File: src/rtl/key_event_decoder.sv
// Per-key event decoder: turns a debounced key level into one-cycle press, release,
// long-press and auto-repeat pulses, plus a held level and a wrapping press counter.
module key_event_decoder #(
  parameter bit          ACTIVE_HIGH = 1'b1,
  parameter int unsigned LONG_CNT    = 100000000,
  parameter int unsigned REPEAT_CNT  = 20000000,
  parameter int unsigned CNT_W       = 27
) (
  input  logic       clk,
  input  logic       rst,
  input  logic       key_in,
  output logic       press,
  output logic       release_pulse,
  output logic       long_press,
  output logic       repeat_pulse,
  output logic       held,
  output logic [7:0] press_cnt
);

  typedef enum logic [1:0] {
    ST_IDLE,
    ST_PRESSED,
    ST_REPEAT
  } state_t;

  localparam logic [CNT_W-1:0] LONG_LAST   = CNT_W'(LONG_CNT - 1);
  localparam logic [CNT_W-1:0] REPEAT_LAST = CNT_W'(REPEAT_CNT - 1);

  state_t           state_q, state_d;
  logic [CNT_W-1:0] cnt_q, cnt_d;
  logic             key_q;
  logic             p, rise, fall;
  logic             press_d, release_d, long_d, repeat_d, held_d;
  logic [7:0]       press_cnt_d;

  assign p    = ACTIVE_HIGH ? key_in : ~key_in;
  assign rise = p & ~key_q;
  assign fall = ~p & key_q;

  // NOTE: every output of this block gets a default before the case, so no latch is inferred.
  always_comb begin
    state_d     = state_q;
    cnt_d       = cnt_q;
    press_d     = 1'b0;
    release_d   = 1'b0;
    long_d      = 1'b0;
    repeat_d    = 1'b0;
    held_d      = held;
    press_cnt_d = press_cnt;

    unique case (state_q)
      ST_IDLE: begin
        if (rise) begin
          press_d     = 1'b1;
          press_cnt_d = press_cnt + 8'd1;
          cnt_d       = '0;
          held_d      = 1'b1;
          state_d     = ST_PRESSED;
        end
      end
      ST_PRESSED: begin
        // A fall on the terminal cycle wins: the key is gone, so no long_press.
        if (fall) begin
          release_d = 1'b1;
          held_d    = 1'b0;
          state_d   = ST_IDLE;
        end else if (cnt_q == LONG_LAST) begin
          long_d  = 1'b1;
          cnt_d   = '0;
          state_d = ST_REPEAT;
        end else begin
          cnt_d = cnt_q + CNT_W'(1);
        end
      end
      ST_REPEAT: begin
        if (fall) begin
          release_d = 1'b1;
          held_d    = 1'b0;
          state_d   = ST_IDLE;
        end else if (cnt_q == REPEAT_LAST) begin
          repeat_d = 1'b1;
          cnt_d    = '0;
        end else begin
          cnt_d = cnt_q + CNT_W'(1);
        end
      end
      default: state_d = ST_IDLE;
    endcase
  end

  // NOTE: sequential state uses non-blocking assignments; reset is synchronous, sampled on the edge.
  always_ff @(posedge clk) begin
    if (!rst) begin
      state_q       <= ST_IDLE;
      cnt_q         <= '0;
      key_q         <= 1'b0;
      press         <= 1'b0;
      release_pulse <= 1'b0;
      long_press    <= 1'b0;
      repeat_pulse  <= 1'b0;
      held          <= 1'b0;
      press_cnt     <= 8'd0;
    end else begin
      state_q       <= state_d;
      cnt_q         <= cnt_d;
      key_q         <= p;
      press         <= press_d;
      release_pulse <= release_d;
      long_press    <= long_d;
      repeat_pulse  <= repeat_d;
      held          <= held_d;
      press_cnt     <= press_cnt_d;
    end
  end

endmodule

File: config.mk
export PLATFORM = sky130hd
export DESIGN_NAME = key_event_decoder
export DESIGN_NICKNAME = d
export VERILOG_FILES = /design/src/rtl/key_event_decoder.sv
export SDC_FILE = /design/constraint.sdc
export NUM_CORES = 1
export LEC_CHECK = 0
export BUFFER_PORTS_ARGS = -buffer_cell sky130_fd_sc_hd__buf_2
export CORE_MARGIN = 5
export CORE_UTILIZATION = 61
export DETAILED_ROUTE_END_ITERATION = 10
export PLACE_DENSITY = 0.81
export SLEW_MARGIN = 20
export SYNTH_ARGS = -nofsm -noshare
export SYNTH_HDL_FRONTEND = slang
export SYNTH_SLANG_ARGS = --single-unit
File: constraint.sdc
create_clock -name clk -period 3.35 [get_ports clk]
set_input_delay 0.67 -clock clk [delete_from_list [all_inputs] [get_ports clk]]
set_output_delay 0.67 -clock clk [all_outputs]
set_load 0.05 [all_outputs]
* Word level (Yosys, flattened, before mapping)
Index checks and enable logic that the tools add are counted.
** Cells by class
- Add/subtract/negate cells :: 2
- Equal/unequal tests :: 10
- Mux-type cells :: 18
- Bitwise operators :: 7
- Reductions and logical operators :: 12
** Operators with widths (number)
- 2-to-1 mux 27 bit :: 5
- case mux 27 bit (3 select lines) :: 1
- adder 27 x 1 -> 27 bit (second input constant) :: 1
- equality test 27 x 25 -> 1 bit (second input constant) :: 1
- equality test 27 bit (second input constant) :: 1
- adder 8 x 1 -> 8 bit (second input constant) :: 1
- 2-to-1 mux 2 bit :: 4
- != test 2 bit (second input constant) :: 4
- 2-to-1 mux 1 bit :: 6
- case mux 2 bit (3 select lines) :: 1
- AND reduction 2 bit :: 3
- AND reduction 3 bit :: 2
- OR reduction 3 bit :: 2
- NOT 1 bit :: 5
- AND reduction 4 bit :: 1
- != test 3 bit (second input constant) :: 1
- nonzero test 3 bit :: 1
- bitwise AND 1 bit :: 2
- equality test 2 x 1 -> 1 bit (second input constant) :: 1
- equality test 2 bit (second input constant) :: 1
- zero test 2 bit :: 1
- != test 2 x 1 -> 1 bit (second input constant) :: 1
- case mux 1 bit (2 select lines) :: 1
- nonzero test 2 bit :: 1
- OR reduction 2 bit :: 1
** Storage, ports and cells
- Bits in registers :: 43
- Input port bits :: 3
- Output and inout bits :: 13
- Word-level logic and storage cells :: 58

* Logic depth before layout (Yosys ltp)
Gate-level depths: netlist (run 1).
- Depth in word-level cells :: 4
- Gate-level depth with buffers :: 9
- Depth with buffers taken out :: 7

* Worst setup path after synthesis (run 1)
No wires, ideal clock.
- Path kind :: reg2reg
- Start :: reg cnt_q[22]
- End :: reg cnt_q[0]
- Library setup time :: 0.115 ns
- Arrival :: 1.997 ns
- Setup slack :: 1.238 ns
- Stages on the path, launching flop included :: 8
- Path buffers :: 2
- Cell sequence :: dfxtp_1 > or4_1 > or4_1 > o41ai_2 > o221a_2 > buf_6 > buf_12 > nor2_1
** On the way
- Word-level cells in the longest chain between the ends :: 4
** RTL lines
- start: declaration :: RTL line 30 : logic [CNT_W-1:0] cnt_q, cnt_d;
- start signal: assignment :: RTL line 105 : cnt_q <= cnt_d;
- equality test 27 x 25 -> 1 bit or equality test 27 bit (tied branches) :: RTL line 80, 67
- 2-to-1 mux 27 bit (on tied branches) :: RTL line 80, 67
- 2-to-1 mux 27 bit (on tied branches) :: RTL line 76, 63
- case mux 27 bit (3 select lines) (*) :: RTL line 51 : unique case (state_q)
Mark *: on every way between the ends. The rest lies on a longest branch, timed or not. The select of a mux whose other input is x is not followed.
A chain may end at the register's enable or synchronous reset.

* Final worst setup path (run 1)
- Start :: reg state_q[0]
- End :: reg cnt_q[6]
** On the way
- Word-level cells in the longest chain between the ends :: 3
** RTL lines
- start: declaration :: RTL line 29 : state_t state_q, state_d;
- start signal: assignment :: RTL line 104 : state_q <= state_d;
- equality test 2 x 1 -> 1 bit (tied with other cells) :: RTL line 51
- != test 2 bit (no line) or nonzero test 3 bit (tied branches)
- AND reduction 4 bit (no line)
Parallel ways exist; a longest one is shown, timed or not.

==> results by group, run 1 <==
Setup path
  – Critical Path RT: 3.60 ns
  – CP max stage delay: 0.62 ns
  – Critical Path Slowest Stage Cell: o31ai_2
  – Worst reg-to-reg setup slack: 0.86 ns
  – CP Launch Type: flop
  – Crit path DAT: 2.73 ns
  – Worst r2r src: state_q[0]
  – CP Capture Type: flop
  – Critical path class: reg -> reg
  – Worst path cell trace: inv_1 > ha_1 > o31ai_2 > buf_4 > or3b_2 > xor2_1 > nor2_1
  – R2R cell count: 7
  – Worst-path fanout max: 20
  – RR Endpoint: cnt_q[6]

Clocking
  – Post-cts resize count: 0
  – Worst-path clk slew: 0.13 ns
  – CTS buffer count: 5
  – Skew-Pair Late Insertion Delay: 0.37 ns
  – Buffer levels on the longest clock path: 2
  – CTS H-tree lvls: 2
  – # hold bufs at CTS: 0
  – CTS tree: done
  – Setup Buffers After CTS: 0
  – Clock root cell: clkbuf_4
  – Count of clock tree sinks: 43

Final layout
  – Layout Cells excl Fill: 297
  – Reg area: 861 sq um
  – Fill cells: 280
  – Share of cells above drive strength 1: 12.0%
  – Final #Nets: 259
  – Area Overhead vs Synth: 8.09%
  – Post-layout util: 67.7%
  – Antenna Cells: 0
  – Footprint of the multi-input gates: 0.00112 sq mm

Synthesis
  – Synthesized instance count: 233
  – Post-synth EDFFs: 0
  – Synth Area per Inst: 8.90 sq um
  – Mapped Nets: 242
  – Post-Syn Area: 0.00207 sq mm
  – Top cell type's share of synthesized area: 41.5%
  – Yosys top cell by area: dfxtp_1
  – #FFs+latches synth: 43
  – Sequential area share after synthesis: 41.5%
  – Area contributors post-synth: dfxtp_1, xor2_1, nor2_1
  – Synth async-reset ratio: 0%
  – Netlist cell types: 38
  – Synth top cells by count: dfxtp_1, nor2_1, xor2_1
  – Ys flop type: dfxtp_1
  – Syn. warnings: 0

Timing
  – Hold Vio Cnt, Final: 0
  – TNS Setup: 0 ns
  – Worst Skew: 0.0101 ns
  – Final setup viols: 0
  – Slew @ Worst Pin: 0.640 ns
  – Hold slack: 0.509 ns
  – Max Slew Vio Count: 0
  – F_max: 402 MHz
  – Fin crit period: 2.49 ns
  – Post-route setup slack: 0.862 ns
  – Period utilization: 74.3%
  – Slew HR: 57.1%
  – Setup repair after global routing missed its margin: no

Global routing
  – Pin count of the biggest net entering global routing: 28
  – First-pass GRT wire length: 6.66 mm
  – Initial antenna violation count: 0
  – Total Routing Usage GR: 19.0%
  – Vias in the first global route: 1,484
  – Global route overflow: 0

Floorplan
  – Area of the core: 0.00331 sq mm
  – DIE AREA: 0.00466 sq mm
  – Initial Util: 62.6%
  – Io pins: 16
  – Die width: 68.3 um
  – DIE HEIGHT: 68.3 um
  – Rows: 21

Hold path
  – WHS Endpoint: press_cnt[1]
  – HP Class: reg -> reg
  – Hold path depth: 2
  – Hold Crit Start: press_cnt[1]

Run
  – Max-cap violations: 0

Placed design
  – Final HPWL DP: 2.76 mm
  – RePlAce Congestion: 0.823
  – Placed insts: 289
  – Pre-CTS setup slack: 0.805 ns
  – IO buf count: 15

Drt
  – DRC Markers: 0
  – Iter 0 DRT Violations: 80
  – Final wirelength: 3.94 mm
  – Vias post-DR: 1,695
  – Via density: 5.71
  – Final ANT Viol Nets: 0
  – First-pass iteration count of the detailed router: 4
  – Wire length per cell: 13.3 um

Pwr
  – Leakage power: 0.000852 uW
  – Max IR drop VDD: 0.415 mV
  – Power Dens Cells: 484 mW/mm^2

Status
  – Run status: completed
==> critical path, delay by kind of cell (launching register included) <==
| family | cells | cell delay, ns |
|---|---|---|
| buffers and inverters | 2 | 0.43 |
| adders and majority gates | 1 | 0.28 |
| xor gates and xnor gates | 1 | 0.14 |
| AOI/OAI and AO/OA | 1 | 0.62 |
| DFF | 1 | 0.39 |
| and+or+nand+nor | 2 | 0.52 |
==> where the power goes <==
part | switching [uW] | internal (uW)
Combinational | 138 | 56.5
Clock | 168 | 176
Sequential | 16.4 | 530
Total | 322 | 763
==> cell type report <==
class	instances	area share, %
Timing Repair Buffer	17	4.02
Clock buffer	6	2.29
Multi-Input combinational cell	176	50.0
Sequential cell	43	38.4
Clock inverter	2	1.56
Inverter	7	1.17
Tap cell	46	2.57
==> logic make-up after synthesis <==
logic type,after synthesis,synth area share (%)
buffers and inverters,14,4.47
AND/OR/NAND/NOR,124,31.1
AO/OA/AOI/OAI,12,4.83
multiplexers,2,0.966
adder cells (fa/ha/maj),6,3.62
XOR/XNOR,32,13.5
flip-flops,43,41.5
==> routing by layer <==
metal	vias to the layer above	share of wire (%)	GRT usage [%]
met1	800	47	25.1
met4	0	1.5	8.93
li1	853	-	-
met2	35	46	29.2
met3	7	4.8	4.43
met5	-	0	0
==> worst max path at each step <==
stage / from / endpoint / slack [ns] / cells after the start
finish: state_q[0] / cnt_q[6] / 0.86 / 7
global route: state_q[0] / cnt_q[6] / 0.70 / 7
CTS: state_q[0] / cnt_q[6] / 0.88 / 7
detailed placement: key_in / cnt_q[6] / 0.81 / 7
global placement: key_in / cnt_q[6] / 0.85 / 7
floorplan: cnt_q[22] / cnt_q[0] / 1.24 / 7
==> metrics by stage <==
step,area [sq um],power [uW]
2_1_floorplan,2070,736
3_3_place_gp,2150,747
3_5_place_dp,2150,752
4_1_cts,2240,1090
5_1_grt,2240,1140
6_report,2240,1090
==> registers in the layout (all words and copies together) (netlist names) <==
signal	flops
press_cnt	8
held	1
release_pulse	1
state_q	2
cnt_q	27
key_q	1
press	1
long_press	1
repeat_pulse	1
==> cells in the final DEF, fill, tap and decap left out, types with 2 or more instances in the layout <==
cell type   n
mux2i_1     2
nor3_1      3
and4_1      2
and2_1      3
nand2_1    12
ha_1        6
a311oi_1    2
inv_1       7
nand2b_1    2
xor2_1     26
clkbuf_4    5
nor4_1      6
nand3_1    14
dfxtp_1    43
buf_2      15
nor3b_1     2
nand4_1    20
buf_4       2
or4_1       3
xnor2_1     6
a211oi_1    2
and3_1      5
a21oi_1     2
nor2_1     43
nand3b_1    2
(Power assumes the default switching activity.)
==> run 2: changes to the inputs <==
--- a/config.mk
+++ b/config.mk
@@ -7,9 +7,9 @@
 export LEC_CHECK = 0
 export BUFFER_PORTS_ARGS = -buffer_cell sky130_fd_sc_hd__buf_2
 export CORE_MARGIN = 5
-export CORE_UTILIZATION = 61
+export CORE_UTILIZATION = 59
 export DETAILED_ROUTE_END_ITERATION = 10
-export PLACE_DENSITY = 0.81
+export PLACE_DENSITY = 0.79
 export SLEW_MARGIN = 20
 export SYNTH_ARGS = -nofsm -noshare
 export SYNTH_HDL_FRONTEND = slang
==> constraint.sdc (replaced) <==
create_clock -name clk -period 2.3 [get_ports clk]
set_input_delay 0.46 -clock clk [delete_from_list [all_inputs] [get_ports clk]]
set_output_delay 0.46 -clock clk [all_outputs]
set_load 0.05 [all_outputs]
==> run 2 against run 1 <==
Compared with the run above:
- clock skew increased by 0.0028 ns
- non-clock buffer count increased by 6
- sequential cell count did not move
- fmax up 14%
- critical path type unchanged
- largest cell class unchanged
- largest power group unchanged
- highest routed layer unchanged
==> results by group, run 2 (synthesis gave the netlist of run 1 again) <==
Timing
  – Setup repair after global routing missed its margin: no (unchanged)
  – Period utilization: 94.7% (was 74.3%)
  – Worst Skew: 0.0129 ns (was 0.0101 ns)
  – Post-route setup slack: 0.122 ns (was 0.862 ns)
  – Slew @ Worst Pin: 0.414 ns (was 0.640 ns)
  – Hold Vio Cnt, Final: 0 (unchanged)
  – F_max: 459 MHz (was 402 MHz)
  – Max Slew Vio Count: 0 (unchanged)
  – Fin crit period: 2.18 ns (was 2.49 ns)
  – Slew HR: 72.2% (was 57.1%)
  – Final setup viols: 0 (unchanged)
  – TNS Setup: 0 ns (unchanged)

Placed design
  – Placed Area: 0.00222 sq mm (was 0.00215 sq mm)
  – RePlAce Congestion: 0.795 (was 0.823)
  – Pre-CTS setup slack: 0.136 ns (was 0.805 ns)
  – IO buf count: 15 (unchanged)
  – Final HPWL DP: 2.82 mm (was 2.76 mm)

Clocking
  – # hold bufs at CTS: 0 (unchanged)
  – CTS tree: done (unchanged)
  – Buffer levels on the longest clock path: 2 (unchanged)
  – CTS H-tree lvls: 2 (unchanged)
  – Count of clock tree sinks: 43 (unchanged)
  – Skew-Pair Late Insertion Delay: 0.35 ns (was 0.37 ns)
  – Clock root cell: clkbuf_4 (unchanged)
  – Worst-path clk slew: 0.12 ns (was 0.13 ns)
  – CTS buffer count: 5 (unchanged)

Floorplan
  – Die width: 69.3 um (was 68.3 um)
  – Initial Util: 61.6% (was 62.6%)
  – Io pins: 16 (unchanged)
  – Rows: 21 (unchanged)
  – DIE AREA: 0.00480 sq mm (was 0.00466 sq mm)
  – DIE HEIGHT: 69.3 um (was 68.3 um)
  – Area of the core: 0.00336 sq mm (was 0.00331 sq mm)

Global routing
  – Global route overflow: 0 (unchanged)
  – Pin count of the biggest net entering global routing: 28 (unchanged)
  – Vias in the first global route: 1,571 (was 1,484)
  – Total Routing Usage GR: 17.8% (was 19.0%)
  – First-pass GRT wire length: 7.09 mm (was 6.66 mm)
  – Initial antenna violation count: 0 (unchanged)

Final layout
  – Antenna Cells: 0 (unchanged)
  – Fill cells: 292 (was 280)
  – Footprint of the multi-input gates: 0.00113 sq mm (was 0.00112 sq mm)
  – Max FFs per register: 27 (unchanged)
  – Largest registers: cnt_q x27, press_cnt x8, state_q x2 (unchanged)
  – Most frequent cells in the layout: nor2_1, dfxtp_1, xor2_1 (unchanged)
  – Post-layout util: 68.2% (was 67.7%)
  – Final instance area: 0.00229 sq mm (was 0.00224 sq mm)
  – Final #Nets: 265 (was 259)
  – Biggest register: cnt_q (unchanged)
  – Reg area: 862 sq um (was 861 sq um)
  – Area Overhead vs Synth: 10.6% (was 8.09%)
  – Share of cells above drive strength 1: 13.7% (was 12.0%)
  – Most common cell after layout, fill and taps aside: nor2_1

Setup path
  – R2R cell count: 6 (was 7)
  – CP max stage delay: 0.49 ns (was 0.62 ns)
  – CP Capture Type: flop (unchanged)
  – Critical Path Slowest Stage Cell: or4_1 (was o31ai_2)
  – Worst path cell trace: or4_1 > or4_1 > o41ai_2 > o221a_2 > buf_12 > nor2_1 (was inv_1 > ha_1 > o31ai_2 > buf_4 > or3b_2 > xor2_1 > nor2_1)
  – Worst-path fanout max: 27 (was 20)
  – Instance count on the critical path: 6 (was 7)
  – CP Launch Type: flop (unchanged)
  – Worst path buffer plus inverter count: 1 (was 2)
  – CP top delay family: simple AND/OR/NAND/NOR gates (was compound AO/OA/AOI/OAI gates)
  – Critical Path RT: 2.55 ns (was 3.60 ns)
  – Most frequent CP cell: or4_1
  – Critical path class: reg -> reg (unchanged)
  – Crit path DAT: 2.42 ns (was 2.73 ns)

Pwr
  – NetSw: 466 uW (was 322 uW)
  – Comb power frac: 20.5% (was 17.9%)
  – Leakage power: 0.000878 uW (was 0.000852 uW)
  – Part of the power in registers: 50.7% (was 50.3%)
  – P_int: 1100 uW (was 763 uW)
  – Share of power burned in the clock network: 28.8% (was 31.7%)
  – Switching part of the total power: 29.6% (was 29.7%)
  – Power Dens Cells: 685 mW/mm^2 (was 484 mW/mm^2)
  – Max IR drop VDD: 0.504 mV (was 0.415 mV)
  – Total power: 1570 uW (was 1090 uW)

Hold path
  – Hold path depth: 2 (unchanged)
  – HP Class: in -> reg (was reg -> reg)

Drt
  – Iter 0 DRT Violations: 105 (was 80)
  – Final ANT Viol Nets: 0 (unchanged)
  – DRC Markers: 0 (unchanged)
  – Wire length per cell: 13.1 um (was 13.3 um)
  – Final wirelength: 3.96 mm (was 3.94 mm)
  – Via density: 5.53 (was 5.71)
  – First-pass iteration count of the detailed router: 4 (unchanged)
  – Vias post-DR: 1,669 (was 1,695)

Status
  – Run status: completed (unchanged)

Run
  – Max-cap violations: 0 (unchanged)
[run 2: cell types whose count changed in the layout (fill, tap and decap cells not counted), sizes merged]
cell,change
buf,+6
clkinv,-1
[run 2: layout make-up]
class / count / share of cell area (%)
Multi-Input combinational cell: 176 / 49.2
Sequential cell: 43 / 37.6
Timing Repair Buffer: 23 / 6.44
Tap cell: 46 / 2.51
Clock buffer: 6 / 1.80
Clock inverter: 1 / 1.31
Inverter: 7 / 1.15
[run 2: final timing paths]
kind                     start      endpoint  slack, ns
hold reg to reg   press_cnt[1]  press_cnt[1]       0.50
setup / recovery     cnt_q[22]     cnt_q[20]       0.12
hold / removal          key_in         key_q       0.36
setup reg to reg     cnt_q[22]     cnt_q[20]       0.12
[run 2: worst reg2reg max path, delay by kind of cell, from the launching register on]
kind            cells  cell delay [ns]
flops               1             0.36
compound gates      2             0.53
buf+inv             1             0.17
simple gates        3             1.00
[run 2: power groups by stage]
stage	Sequential (uW)	Clock, uW	Combinational, uW
final	796	453	322
after global routing	802	503	357
after CTS	797	467	320
after detailed placement	814	0	320
after global placement	812	0	316
after floorplan	854	0	218
[run 2: layer usage]
| layer | global-route usage (%) | routed length (um) | up-vias |
|---|---|---|---|
| met5 | 0 | 0 | - |
| li1 | - | - | 866 |
| met4 | 7.16 | 61 | 0 |
| met2 | 28.1 | 1860 | 32 |
| met1 | 23.1 | 1850 | 765 |
| met3 | 4.49 | 186 | 6 |
[run 2: timing repair]
item                       CTS  global route
setup endpoints to repair    0             2
setup buffers                0             0
resized for setup            0             1
[run 2: through the flow]
stage / instances / hold slack [ns]
after floorplan: 233 / 0.472
after global placement: 295 / 0.483
after detailed placement: 295 / 0.487
after CTS: 302 / 0.348
after global routing: 302 / 0.344
final: 302 / 0.359
==> run 3: changes to the inputs <==
--- a/config.mk
+++ b/config.mk
@@ -5,11 +5,12 @@
 export SDC_FILE = /design/constraint.sdc
 export NUM_CORES = 1
 export LEC_CHECK = 0
+export ABC_AREA = 1
 export BUFFER_PORTS_ARGS = -buffer_cell sky130_fd_sc_hd__buf_2
 export CORE_MARGIN = 5
-export CORE_UTILIZATION = 59
+export CORE_UTILIZATION = 61
 export DETAILED_ROUTE_END_ITERATION = 10
-export PLACE_DENSITY = 0.79
+export PLACE_DENSITY = 0.8
 export SLEW_MARGIN = 20
 export SYNTH_ARGS = -nofsm -noshare
 export SYNTH_HDL_FRONTEND = slang
==> run 3 against run 2 <==
Compared with the run above:
- die area rose by 19%
- register-to-register slack improved by 0.19 ns
- via count rose by 48%
- fmax rose by 9.7%
- worst hold slack improved by 0.063 ns
- sequential cell count did not move
==> results by group, run 3 <==
Timing
  – TNS Setup: 0 ns (unchanged)
  – Worst Skew: 0.00764 ns (was 0.0129 ns)
  – Post-route setup slack: 0.314 ns (was 0.122 ns)
  – Fin crit period: 1.99 ns (was 2.18 ns)
  – Slew HR: 73.4% (was 72.2%)
  – Slew @ Worst Pin: 0.399 ns (was 0.414 ns)
  – Period utilization: 86.3% (was 94.7%)
  – Max Slew Vio Count: 0 (unchanged)
  – Setup repair after global routing missed its margin: no (unchanged)
  – Final setup viols: 0 (unchanged)
  – Hold Vio Cnt, Final: 0 (unchanged)
  – F_max: 504 MHz (was 459 MHz)

Setup path
  – CP Capture Type: flop (unchanged)
  – CP Launch Type: flop (unchanged)
  – Worst r2r src: state_q[0] (was cnt_q[22])
  – CP startpoint: state_q[0] (was cnt_q[22])
  – Worst-path fanout max: 23 (was 27)
  – Critical Path RT: 2.47 ns (was 2.55 ns)
  – Critical path class: reg -> reg (unchanged)
  – Worst reg-to-reg setup slack: 0.31 ns (was 0.12 ns)
  – Crit path DAT: 2.16 ns (was 2.42 ns)

Synthesis
  – Sequential area share after synthesis: 32.7% (was 41.5%)
  – Post-synth EDFFs: 0 (unchanged)
  – Ys flop type: dfxtp_1 (unchanged)
  – Synth async-reset ratio: 0% (unchanged)
  – Syn. warnings: 0 (unchanged)
  – Netlist cell types: 34 (was 38)
  – Synth top cells by count: nand2_1, nor2_1, inv_1 (was dfxtp_1, nor2_1, xor2_1)
  – Post-Syn Area: 0.00263 sq mm (was 0.00207 sq mm)
  – Top cell type's share of synthesized area: 32.7% (was 41.5%)
  – #FFs+latches synth: 43 (unchanged)
  – Count leader, synth: nand2_1
  – Mapped Nets: 395 (was 242)
  – Synth Area per Inst: 6.82 sq um (was 8.90 sq um)
  – Yosys top cell by area: dfxtp_1 (unchanged)
  – Area contributors post-synth: dfxtp_1, nand2_1, nand3_1 (was dfxtp_1, xor2_1, nor2_1)
  – Synthesized instance count: 386 (was 233)

Status
  – Run status: completed (unchanged)

Global routing
  – Global route overflow: 0 (unchanged)
  – Pin count of the biggest net entering global routing: 32 (was 28)
  – First-pass GRT wire length: 9.72 mm (was 7.09 mm)
  – Total Routing Usage GR: 22.2% (was 17.8%)
  – Initial antenna violation count: 0 (unchanged)
  – Vias in the first global route: 2,192 (was 1,571)

Drt
  – Vias post-DR: 2,475 (was 1,669)
  – Wire length per cell: 13.1 um (about the same)
  – Final ANT Viol Nets: 0 (unchanged)
  – Via density: 5.49 (was 5.53)
  – First-pass iteration count of the detailed router: 4 (unchanged)
  – Final wirelength: 5.91 mm (was 3.96 mm)
  – Iter 0 DRT Violations: 193 (was 105)
  – DRC Markers: 0 (unchanged)

Final layout
  – Share of cells above drive strength 1: 15.7% (was 13.7%)
  – Post-layout util: 67.9% (was 68.2%)
  – Biggest register: cnt_q (unchanged)
  – Most common cell after layout, fill and taps aside: nand2_1 (was nor2_1)
  – Max FFs per register: 27 (unchanged)
  – Most frequent cells in the layout: nand2_1, nor2_1, inv_1 (was nor2_1, dfxtp_1, xor2_1)
  – Largest registers: cnt_q x27, press_cnt x8, state_q x2 (unchanged)
  – Antenna Cells: 0 (unchanged)
  – Area Overhead vs Synth: 5.47% (was 10.6%)
  – Final #Nets: 410 (was 265)

Floorplan
  – Area of the core: 0.00409 sq mm (was 0.00336 sq mm)
  – DIE HEIGHT: 75.7 um (was 69.3 um)
  – Initial Util: 64.4% (was 61.6%)
  – Die width: 75.7 um (was 69.3 um)
  – DIE AREA: 0.00573 sq mm (was 0.00480 sq mm)
  – Io pins: 16 (unchanged)
  – Rows: 23 (was 21)

Clocking
  – CTS tree: done (unchanged)
  – Skew-Pair Late Insertion Delay: 0.30 ns (was 0.35 ns)
  – CTS buffer count: 5 (unchanged)
  – Clock root cell: clkbuf_8 (was clkbuf_4)
  – Count of clock tree sinks: 43 (unchanged)
  – Setup Buffers After CTS: 0 (unchanged)
  – Buffer levels on the longest clock path: 2 (unchanged)
  – CTS H-tree lvls: 2 (unchanged)
  – Worst-path clk slew: 0.08 ns (was 0.12 ns)
  – Post-cts resize count: 0 (unchanged)
  – # hold bufs at CTS: 0 (unchanged)

Placed design
  – Pre-CTS setup slack: 0.325 ns (was 0.136 ns)
  – Final HPWL DP: 4.31 mm (was 2.82 mm)
  – IO buf count: 15 (unchanged)
  – RePlAce Congestion: 0.871 (was 0.795)

Pwr
  – Leakage power: 0.00103 uW (was 0.000878 uW)
  – Max IR drop VDD: 0.470 mV (was 0.504 mV)
  – Power Dens Cells: 753 mW/mm^2 (was 685 mW/mm^2)

Hold path
  – HP Class: in -> reg (unchanged)
  – Hold Crit Start: key_in (unchanged)

Run
  – Max-cap violations: 0 (unchanged)
==> run 3: path summary, 6_finish.rpt <==
path / to / cells after the start
setup / recovery: cnt_q[15] / 8
hold / removal: key_q / 3
setup reg to reg: cnt_q[15] / 8
hold reg to reg: press_cnt[1] / 2
==> run 3: per-layer routing <==
layer  track usage (%)  share of wire, %
met5                 0                 0
met4              9.32               1.7
met3              4.88               5.9
met2              34.5                46
met1              29.7                47
==> run 3: logic make-up after synthesis <==
logic type,Yosys count,share of synthesized area (%)
simple gates,214,37.1
fa+ha+maj,6,2.85
buf+inv,60,10.7
flops,43,32.7
xor+xnor,8,2.66
compound gates,55,13.9
==> run 3: worst max-delay path: stages (launching register included) <==
cell and delay, ns:
dfxtp_1 0.38, inv_1 0.09, ha_1 0.27, o21bai_1 0.21
nand2_1 0.11, nand2_2 0.21, nand2_2 0.11, buf_4 0.37
a21oi_1 0.12
==> run 3: power by group <==
part	switching (uW)	internal [uW]	total, uW
clock	262	208	469
sequential	40.3	793	833
combinational	594	194	788
==> run 3: final cells by class <==
cell class                 instances  area (sq um)
multi-input combinational        283          1490
tap                               50          62.6
inverter                          51           191
clock inverter                     2          13.8
sequential                        43           861
fill                             373          1310
clock buffer                       5          68.8
timing repair buffer              17          90.1
==> run 3: stage by stage <==
stage	instance area (sq um)	std cells	hold WS, ns	total power [uW]
floorplan	2630	386	0.471	1540
global placement	2690	444	0.466	1610
detailed placement	2690	444	0.471	1640
CTS	2780	451	0.420	2090
global route	2780	451	0.424	2210
finish	2780	451	0.422	2090
